==> config.mk <==
export PLATFORM = sky130hd
export DESIGN_NAME = reg_writeback
export DESIGN_NICKNAME = d
export VERILOG_FILES = /design/src/rtl/reg_writeback.sv
export SDC_FILE = /design/constraint.sdc
export NUM_CORES = 1
export LEC_CHECK = 0
export BUFFER_PORTS_ARGS = -buffer_cell sky130_fd_sc_hd__clkbuf_2
export CAP_MARGIN = 0
export CORE_ASPECT_RATIO = 0.9
export CORE_MARGIN = 5
export CORE_UTILIZATION = 56
export DETAILED_ROUTE_END_ITERATION = 10
export PLACE_DENSITY = 0.81
export SETUP_SLACK_MARGIN = 0.5
export SLEW_MARGIN = 20
export SYNTH_ARGS = -nofsm -noshare
export SYNTH_HDL_FRONTEND = slang
export SYNTH_SLANG_ARGS = --single-unit
==> constraint.sdc <==
create_clock -name clk -period 2.71 [get_ports clk]
set_input_delay 0.542 -clock clk [delete_from_list [all_inputs] [get_ports clk]]
set_output_delay 0.542 -clock clk [all_outputs]
set_load 0.01 [all_outputs]
==> src/rtl/reg_writeback.sv <==
// Write-back buffer for the 4-entry register group.
// Queues execute results in order and drains one write per cycle.
module reg_writeback #(
  parameter int DWIDTH = 16,
  parameter int DEPTH  = 2
) (
  input  logic              clk,
  input  logic              rst_n,
  input  logic              wb_valid,
  output logic              wb_ready,
  input  logic [1:0]        wb_rd,
  input  logic [DWIDTH-1:0] wb_data,
  input  logic              wr_hold,
  output logic [3:0]        reg_en,
  output logic [DWIDTH-1:0] d_out,
  output logic [3:0]        pend,
  output logic              idle
);

  localparam int PW = (DEPTH > 1) ? $clog2(DEPTH) : 1;
  localparam int CW = PW + 1;

  logic [1:0]        rd_q   [DEPTH];
  logic [DWIDTH-1:0] data_q [DEPTH];

  logic [PW-1:0] wr_ptr;
  logic [PW-1:0] rd_ptr;
  logic [CW-1:0] count;
  logic          push;
  logic          pop;

  function automatic logic [3:0] onehot(input logic [1:0] idx);
    return 4'b0001 << idx;
  endfunction

  assign wb_ready = (count < CW'(DEPTH));
  assign push     = wb_valid && wb_ready;
  assign pop      = (count != '0) && !wr_hold;

  // Storage carries no reset; validity comes from count alone.
  always_ff @(posedge clk) begin
    if (push) begin
      rd_q[wr_ptr]   <= wb_rd;
      data_q[wr_ptr] <= wb_data;
    end
  end

  always_ff @(posedge clk or negedge rst_n) begin
    if (!rst_n) begin
      wr_ptr <= '0;
      rd_ptr <= '0;
      count  <= '0;
    end else begin
      if (push) wr_ptr <= wr_ptr + 1'b1;
      if (pop)  rd_ptr <= rd_ptr + 1'b1;
      unique case ({push, pop})
        2'b10:   count <= count + 1'b1;
        2'b01:   count <= count - 1'b1;
        default: count <= count;
      endcase
    end
  end

  always_ff @(posedge clk or negedge rst_n) begin
    if (!rst_n) begin
      reg_en <= '0;
      d_out  <= '0;
    end else if (pop) begin
      reg_en <= onehot(rd_q[rd_ptr]);
      d_out  <= data_q[rd_ptr];
    end else begin
      reg_en <= '0;
    end
  end

  // Walk valid entries from the head; the in-flight write also counts.
  always_comb begin
    pend = reg_en;
    for (int j = 0; j < DEPTH; j++) begin
      if (CW'(j) < count)
        pend = pend | onehot(rd_q[rd_ptr + PW'(j)]);
    end
  end

  assign idle = (count == '0) && (reg_en == 4'b0000);

endmodule

==> results of run 1 <==
[cells in the final DEF (no fill, tap or decap), types with 4 or more instances in the layout]
cell type  instances
o21ai_0            4
edfxtp_1          36
clkbuf_1           4
clkbuf_8          10
buf_4             15
mux2i_1           18
o21ai_2           10
nor2_1             6
clkbuf_2          46
dfrtp_1           22
inv_1              4
nand2_1           18
o21ai_1            4
[worst max-delay path: stages (launching register included)]
cell and delay (ns):
dfrtp_2 0.41, inv_2 0.06, ha_4 0.17, nor3b_2 0.27, a2111oi_4 0.08, a31oi_1 0.18, clkbuf_2 0.16
[state kept, by name (all words and copies together), names as in the netlist]
| name | flops |
|---|---|
| count | 2 |
| wr_ptr | 1 |
| rd_q | 4 |
| d_out | 16 |
| reg_en | 4 |
| rd_ptr | 1 |
| data_q | 32 |
[worst max-delay path by stage]
stage | end | slack (ns) | depth (start not counted)
2_1_floorplan | pend[0] | 0.84 | 5
3_3_place_gp | pend[0] | 0.75 | 6
3_5_place_dp | pend[2] | 0.70 | 6
4_1_cts | pend[0] | 0.49 | 6
5_1_grt | pend[2] | 0.44 | 6
6_report | pend[2] | 0.52 | 6
[cell type report]
class	count	area (µm²)	area share
clock buffers	14	153	0.0497
clock inverters	2	35.0	0.0114
flip-flops and latches	60	1680	0.549
well taps	62	77.6	0.0253
inverters	6	22.5	0.00734
repair buffers	62	348	0.113
multi-input cells	96	749	0.244
[logic make-up after synthesis]
group | Yosys count | synth area share
XOR/XNOR | 4 | 0.0170
flip-flops | 60 | 0.671
AO/OA/AOI/OAI | 27 | 0.0788
adder cells (fa/ha/maj) | 3 | 0.0150
buffers and inverters | 15 | 0.0564
multiplexers | 18 | 0.0719
AND/OR/NAND/NOR | 44 | 0.0903
[metal layers]
metal	global-route usage	part of all wire	up-vias
met5	0	0	-
li1	-	-	747
met1	0.186	0.41	718
met4	0.0563	0.0083	0
met2	0.251	0.51	42
met3	0.0797	0.074	4
[power groups by stage]
stage,Clock [mW],Combinational (mW),Sequential [mW]
after floorplan,0,0.847,1.45
after global placement,0,1.11,1.43
after detailed placement,0,1.13,1.44
after global routing,0.828,1.45,1.45
final,0.756,1.32,1.42
after CTS,0.779,1.23,1.43
[metrics by stage]
step                std cells  setup WS (ns)  utilization  power (mW)  hold WS [ns]
detailed placement        276          0.703        0.622        2.57         0.466
CTS                       296          0.489        0.679        3.44         0.212
floorplan                 171          0.838            -        2.30         0.246
finish                    302          0.518        0.697        3.49         0.208
global route              302          0.438        0.697        3.73         0.245
global placement          276          0.754        0.622        2.54         0.462
[what timing repair did]
action / in CTS / in global routing
resized for setup: 9 / 6
buffers inserted: 4 / 6
setup endpoints to repair: 3 / 3
pin swaps: 3 / 2
==> flow_summary.yaml, run 1 <==
clock_tree:
  htreeDepth: 3
  postCtsHoldBufs: 0
  cts_buffer_depth: 2
  cts_buffers: 9
  cts-root-buf: "clkbuf_8"
  cts_sinks: 60
  clk_latency_ns: 0.33
  tritoncts: "built"
  path_clk_slew_ns: 0.06
grt:
  grt_antenna_before_repair: 0
  grt_pass1_wl_mm: 6.73
  grt_max_degree: 25
  track_usage: 0.158
  grt_overflow_total: 0
  grt_pass1_vias: 1426
power:
  p_switching_mw: 1.16
  p_int_mw: 2.34
  p_per_area_mw_per_mm2: 1140
  netSwitchingFraction: 0.331
  power_frac_comb: 0.378
  power_frac_seq: 0.406
  power_frac_clock: 0.216
  leakage_nw: 1.34
  vdd_ir_drop_max_mv: 0.485
timing:
  rsz0062_at_grt: "true"
  worstMarginPinSlew_ns: 0.598
  hold_viol: 0
  fin_skew_ns: 0.00681
  fin_tns_setup_ns: 0
  finalSetupViolCount: 0
  fin_crit_ns: 2.19
  timing.fmax_mhz: 456
  finalMaxSlewViolations: 0
  slew_headroom: 0.602
  fin_crit_sh: 0.809
setup_path:
  cp.required_ns: 2.17
  reg2reg_slack_ns: 0.88
  critPathLaunch: "count[0]$_DFFE_PN0P_"
  r2r_start: "count[0]$_DFFE_PN0P_"
  startpoint_type: "flop"
  r2r_end: "count[1]$_DFFE_PN0P_"
  crit_fanout: 4
  reg2reg_depth: 9
  worst-endpoint-arrival_ns: 1.65
  critPathCaptureType: "primary output"
  worstSetupPathType: "reg -> out"
die:
  die_area_mm2: 0.00592
  io_pins: 48
  fp.dieW_um: 80.5
  rows: 23
  core-area_mm2: 0.00440
  start_util: 0.569
  fp.dieH_um: 73.5
yosys:
  syn-mean-instance-area_um2: 14.7
  yosysMostFrequentCell: "edfxtp_1"
  yosys.area.top_type: "edfxtp_1"
  synth_seq_cells: 60
  syn_area_mm2: 0.00251
  ys_top_cells_by_count: "edfxtp_1 (36), dfrtp_1 (24), mux2i_1 (18), nand2_1 (18), o21ai_2 (10)"
  synth_cell_type_count: 33
  synth_warnings: 0
  synth_edf_count: 36
  synth-seq-area-share: 0.671
  synthArstFlopShare: 0.400
  synthTopCellsByArea: "edfxtp_1 (43%), dfrtp_1 (24%), mux2i_1 (7.2%), o21ai_2 (3.5%), buf_6 (3.1%)"
  synth_top_area_share: 0.431
  syn_inst: 171
  synth_ff_type: "edfxtp_1"
  syn_nets: 196
finish:
  num_antenna_cells: 0
  syn2layout_area_growth_pct: 22.4
  n_fill_cell: 316
  final_area_mm2: 0.00307
  layout-drive-gt1-share: 0.404
  nNetsFinal: 260
detailed_routing:
  drt_iter0_drc: 42
  via_per_inst: 5.00
  drt-wirelength-per-cell_um: 13.9
  drc: 0
  antenna_left: 0
  vias: 1511
  routed_wl_mm: 4.20
  drt-pass1-iter-count: 4
placement:
  placed_cell_area_mm2: 0.00274
  portBuffers: 47
  dp_hpwl_mm: 2.68
  gp_congestion: 0.845
job:
  drv_cap: 0
min_path:
  hp-class: "in -> async"
outcome:
  status: "finished clean"
Power figures use the tool's default switching activity.
==> run 2, diff against run 1 <==
- CORE_UTILIZATION: 56 -> 49
- PLACE_DENSITY: 0.81 -> 0.75
- clock period: 2.71 -> 1.85 ns (I/O delays scaled with it)
==> run 2 against run 1 <==
Compared with the run above:
- the flow now finishes with violations (negative setup slack)
- cell count grew 4.6%
- routed wire length grew 35%
- worst setup slack lost 0.70 ns
- non-clock buffer count grew 10
- utilization grew 2.0 points
- global-route usage shrank 0.90 points
- highest routed layer unchanged
==> flow_summary.yaml, run 2 (synthesis results as in run 1) <==
outcome:
  status: "finished with violations"
  violations: "negative setup slack"
finish:
  final_cell_mix: "clkbuf_2 (41), edfxtp_1 (36), dfrtp_1 (22), mux2i_1 (15)"
  syn2layout_area_growth_pct: 39.9
  largest_registers: "data_q: 32 flops, d_out: 16 flops"
  final_core_util: 0.717
  final_common_cell: "clkbuf_2"
  largest_register_ffs: 32
  nNetsFinal: 271
  fin_cells: 316
  layout-drive-gt1-share: 0.570
  regMostFlops: "data_q"
  num_antenna_cells: 0
  n_fill_cell: 320
clock_tree:
  path_clk_slew_ns: 0.06
  cts_buffers: 9
  cts_sinks: 60
  tritoncts: "built"
  cts-root-buf: "clkbuf_8"
  cts_buffer_depth: 2
  htreeDepth: 3
  clk_latency_ns: 0.34
  postCtsHoldBufs: 0
die:
  die_area_mm2: 0.00665
  start_util: 0.512
  rows: 24
  fp.dieW_um: 85.4
  core-area_mm2: 0.00489
  fp.dieH_um: 77.9
  io_pins: 48
timing:
  fin_tns_setup_ns: -0.492
  finalSetupViolCount: 3
  worstMarginPinSlew_ns: 0.625
  fin_crit_ns: 2.03
  worst_slack_ns: -0.184
  fin_crit_sh: 1.10
  holdWs_ns: 0.0352
  rsz0062_at_grt: "true"
  finalMaxSlewViolations: 0
  timing.fmax_mhz: 492
  fin_skew_ns: 0.00791
  hold_viol: 0
  slew_headroom: 0.583
min_path:
  hp-class: "in -> async"
detailed_routing:
  drt-wirelength-per-cell_um: 18.0
  dr_wl_met3_um: 314
  vias: 1645
  wl_met2_mm: 2.92
  met1Wirelength_mm: 2.27
  drc: 0
  drt_iter0_drc: 125
  routed_wl_mm: 5.68
  via_per_inst: 5.21
  antenna_left: 0
  top_layer: "met4"
  drt-pass1-iter-count: 4
setup_path:
  worst-endpoint-arrival_ns: 1.66
  r2r_end: "count[0]$_DFFE_PN0P_"
  crit_chain: "inv_2 -> ha_4 -> nor3_1 -> a211o_1 -> a21o_1 -> clkbuf_2"
  startpoint_type: "flop"
  worstSetupPathType: "reg -> out"
  critPathCaptureType: "primary output"
  cpMaxStageDelayCell: "dfrtp_2"
  crit_fanout: 6
  reg2reg_depth: 6
  cpPeakStageDelay_ns: 0.45
  r2r_start: "count[0]$_DFFE_PN0P_"
  reg2reg_slack_ns: 0.38
  cp.required_ns: 1.48
power:
  power_frac_comb: 0.466
  p_per_area_mw_per_mm2: 1690
  power_frac_seq: 0.374
  vdd_ir_drop_max_mv: 0.855
  p_switching_mw: 2.16
  netSwitchingFraction: 0.366
  total_power_mw: 5.91
  leakage_nw: 1.52
  p_int_mw: 3.75
  power_frac_clock: 0.161
grt:
  grt_pass1_vias: 1593
  grt_pass1_wl_mm: 7.37
  track_usage: 0.149
  grt_max_degree: 25
  grt_antenna_before_repair: 0
  grt_overflow_total: 0
placement:
  dp_hpwl_mm: 2.90
  gp_congestion: 0.792
  dp.cells: 280
  portBuffers: 47
job:
  drv_cap: 0
run 2: worst max path at each step:
stage | start | to | slack [ns] | cells after the start
floorplan | count[1]$_DFFE_PN0P_ | pend[3] | 0.27 | 5
global placement | count[1]$_DFFE_PN0P_ | pend[0] | 0.16 | 6
detailed placement | count[1]$_DFFE_PN0P_ | pend[0] | 0.14 | 6
CTS | count[1]$_DFFE_PN0P_ | pend[2] | -0.16 | 6
global route | count[0]$_DFFE_PN0P_ | pend[2] | -0.26 | 6
finish | count[0]$_DFFE_PN0P_ | pend[0] | -0.18 | 6
run 2: per-stage QoR:
stage / setup WS (ns) / instance area (µm²)
after global placement: 0.163 / 2790
after CTS: -0.158 / 3080
after detailed placement: 0.143 / 2790
after floorplan: 0.273 / 2550
final: -0.184 / 3510
after global routing: -0.260 / 3510
run 2: area by class of cell:
| cell class | instances | area [µm²] | share of cell area |
|---|---|---|---|
| sequential | 60 | 1680 | 0.480 |
| timing repair buffer | 72 | 604 | 0.172 |
| clock buffer | 12 | 135 | 0.0385 |
| clock inverter | 4 | 16.3 | 0.00464 |
| inverter | 6 | 22.5 | 0.00642 |
| tap | 65 | 81.3 | 0.0232 |
| multi-input combinational | 97 | 965 | 0.275 |
run 2: power by group through the flow:
stage          clock, mW  sequential [mW]  combinational, mW
4_1_cts            0.952             2.08               2.06
3_5_place_dp           0             2.12               1.78
2_1_floorplan          0             2.14               1.32
6_report           0.949             2.21               2.75
3_3_place_gp           0             2.11               1.74
5_1_grt             1.03             2.25               2.95
run 2: timing repair:
item                                    in CTS  in global routing
endpoints found under the setup margin      62                 39
gates cloned                                 0                  4
buffers inserted                             8                  8
pin swaps                                    4                 27
gates resized for setup                     19                 73
run 2: layer usage:
metal  up-vias  track usage
met5         -            0
met4         0       0.0854
met3        17       0.0561
met2        59        0.237
met1       795        0.172
li1        774            -
run 2: critical path: cells and delay by family, from the launching register on:
kind | cells | cell delay, ns
DFF | 1 | 0.45
and+or+nand+nor | 1 | 0.06
adders and majority gates | 1 | 0.16
AOI/OAI and AO/OA | 2 | 0.46
buffers and inverters | 2 | 0.20
==> run 3, diff against run 2 <==
- BUFFER_PORTS_ARGS: -buffer_cell sky130_fd_sc_hd__clkbuf_2 -> -buffer_cell sky130_fd_sc_hd__buf_2
==> run 3 against run 2 <==
Compared with the run above:
- largest cell class unchanged
- worst setup slack improved by 0.0093 ns
- combinational power fell by 4%
- non-clock buffer count rose by 4
- via count up 0.24%
- the run still ends with negative setup slack left
- critical path type unchanged
- fmax grew 0.46%
- cell count up 0.95%
- sequential cell count unchanged
- hold slack lost 0.012 ns
==> flow_summary.yaml, run 3 (synthesis results as in run 1) <==
die:
  rows: 24
  start_util: 0.512
  fp.dieW_um: 85.4
  core-area_mm2: 0.00489
  io_pins: 48
  die_area_mm2: 0.00665
  fp.dieH_um: 77.9
detailed_routing:
  antenna_left: 0
  via_per_inst: 5.17
  drt-wirelength-per-cell_um: 16.9
  routed_wl_mm: 5.40
  drt_iter0_drc: 93
  drt-pass1-iter-count: 5
  vias: 1649
  drc: 0
finish:
  num_antenna_cells: 0
  final_common_cell: "buf_2"
  syn2layout_area_growth_pct: 39.4
  fin_cells: 319
  layout-drive-gt1-share: 0.563
  final_cell_mix: "buf_2 (45), edfxtp_1 (36), dfrtp_1 (23), mux2i_1 (18), o21ai_2 (13)"
  regMostFlops: "data_q"
  largest_register_ffs: 32
  nNetsFinal: 274
  largest_registers: "data_q: 32 flops, d_out: 16 flops"
timing:
  finalMaxSlewViolations: 0
  rsz0062_at_grt: "true"
  holdWs_ns: 0.0232
  fin_skew_ns: 0.00573
  finalSetupViolCount: 4
  slew_headroom: 0.617
  fin_crit_ns: 2.02
  hold_viol: 0
  timing.fmax_mhz: 494
  worstMarginPinSlew_ns: 0.574
  fin_crit_sh: 1.09
  worst_slack_ns: -0.175
placement:
  dp.cells: 281
  preCtsSetupSlack_ns: 0.135
  dp_hpwl_mm: 3.11
  gp_congestion: 0.770
  portBuffers: 47
clock_tree:
  htreeDepth: 3
  path_clk_slew_ns: 0.07
  clk_latency_ns: 0.33
  tritoncts: "built"
  cts-root-buf: "clkbuf_8"
  cts_buffer_depth: 2
  cts_buffers: 9
  cts_sinks: 60
  postCtsHoldBufs: 0
power:
  total_power_mw: 6.04
  vdd_ir_drop_max_mv: 1.04
  leakage_nw: 1.52
  p_per_area_mw_per_mm2: 1730
outcome:
  status: "finished with violations"
  violations: "negative setup slack"
setup_path:
  cpPeakStageDelay_ns: 0.39
  cpMaxStageDelayCell: "dfrtp_1"
  cp.required_ns: 1.48
  critPathCaptureType: "primary output"
  crit_fanout: 2
  startpoint_type: "flop"
  worst-endpoint-arrival_ns: 1.65
  crit_chain: "buf_4 -> ha_4 -> nand2b_4 -> o311ai_2 -> a21o_1 -> buf_2"
  worstSetupPathType: "reg -> out"
grt:
  grt_antenna_before_repair: 0
  grt_overflow_total: 0
  grt_pass1_vias: 1677
  track_usage: 0.160
  grt_max_degree: 25
  grt_pass1_wl_mm: 8.05
min_path:
  hp-class: "in -> async"
job:
  drv_cap: 0
[run 3: changes by cell type in the layout (fill, tap and decap cells not counted), sizes merged]
cell,change
buf,+48
clkbuf,-44
bufinv,+2
and3,-1
clkinv,-1
dlymetal6s2s,-1
[run 3: critical path: cells and delay by family (launching register included)]
kind / cells / cell delay, ns
AO/OA/AOI/OAI: 2 / 0.35
adder cells (fa/ha/maj): 1 / 0.16
buffers and inverters: 2 / 0.27
flip-flops: 1 / 0.39
AND/OR/NAND/NOR: 1 / 0.14
[run 3: area by class of cell]
cell class                 count  area [µm²]
fill                         323        1400
timing repair buffer          76         591
multi-input combinational     96         901
inverter                       6        22.5
clock buffer                  11         141
clock inverter                 5        75.1
tap                           65        81.3
sequential                    60        1680
[run 3: per-stage QoR]
step	area [µm²]	util	setup TNS, ns
6_report	3490	0.714	-0.466
5_1_grt	3490	0.714	-0.858
4_1_cts	3160	0.646	-0.497
3_5_place_dp	2800	0.571	0
3_3_place_gp	2800	0.571	0
2_1_floorplan	2550	-	0
[run 3: power breakdown]
part / internal, mW / leakage [nW] / switching (mW) / total, mW
sequential: 1.85 / 0.629 / 0.273 / 2.12
clock: 0.788 / 0.113 / 0.498 / 1.29
combinational: 1.35 / 0.780 / 1.28 / 2.63
total: 3.99 / 1.52 / 2.05 / 6.04
[run 3: repair_timing]
item                       4_1_cts  5_1_grt
buffers inserted                 8       12
cloned                           0        2
gates resized for setup         22       47
setup endpoints to repair       61       64
pin swaps                        7       21
[run 3: path summary, 6_finish.rpt]
check	startpoint	end	slack (ns)	cells past startpoint
worst max-delay path	count[0]$_DFFE_PN0P_	pend[0]	-0.17	6
worst min-delay path	rst_n	d_out[6]$_DFFE_PN0N_	0.02	1
worst max register to register	count[1]$_DFFE_PN0P_	data_q[0][15]$_DFFE_PP_	0.28	8
worst min register to register	d_out[13]$_DFFE_PN0N_	d_out[13]$_DFFE_PN0N_	0.48	2
max in group asynchronous	rst_n	rd_ptr$_DFFE_PN0N_	1.41	1
min in group clk	wb_data[8]	data_q[1][8]$_DFFE_PP_	0.23	1
[run 3: routing by layer]
metal / global-route usage / wire length, µm
met2: 0.259 / 2690
met4: 0.0902 / 161
met5: 0 / 0
met3: 0.0519 / 307
met1: 0.186 / 2240
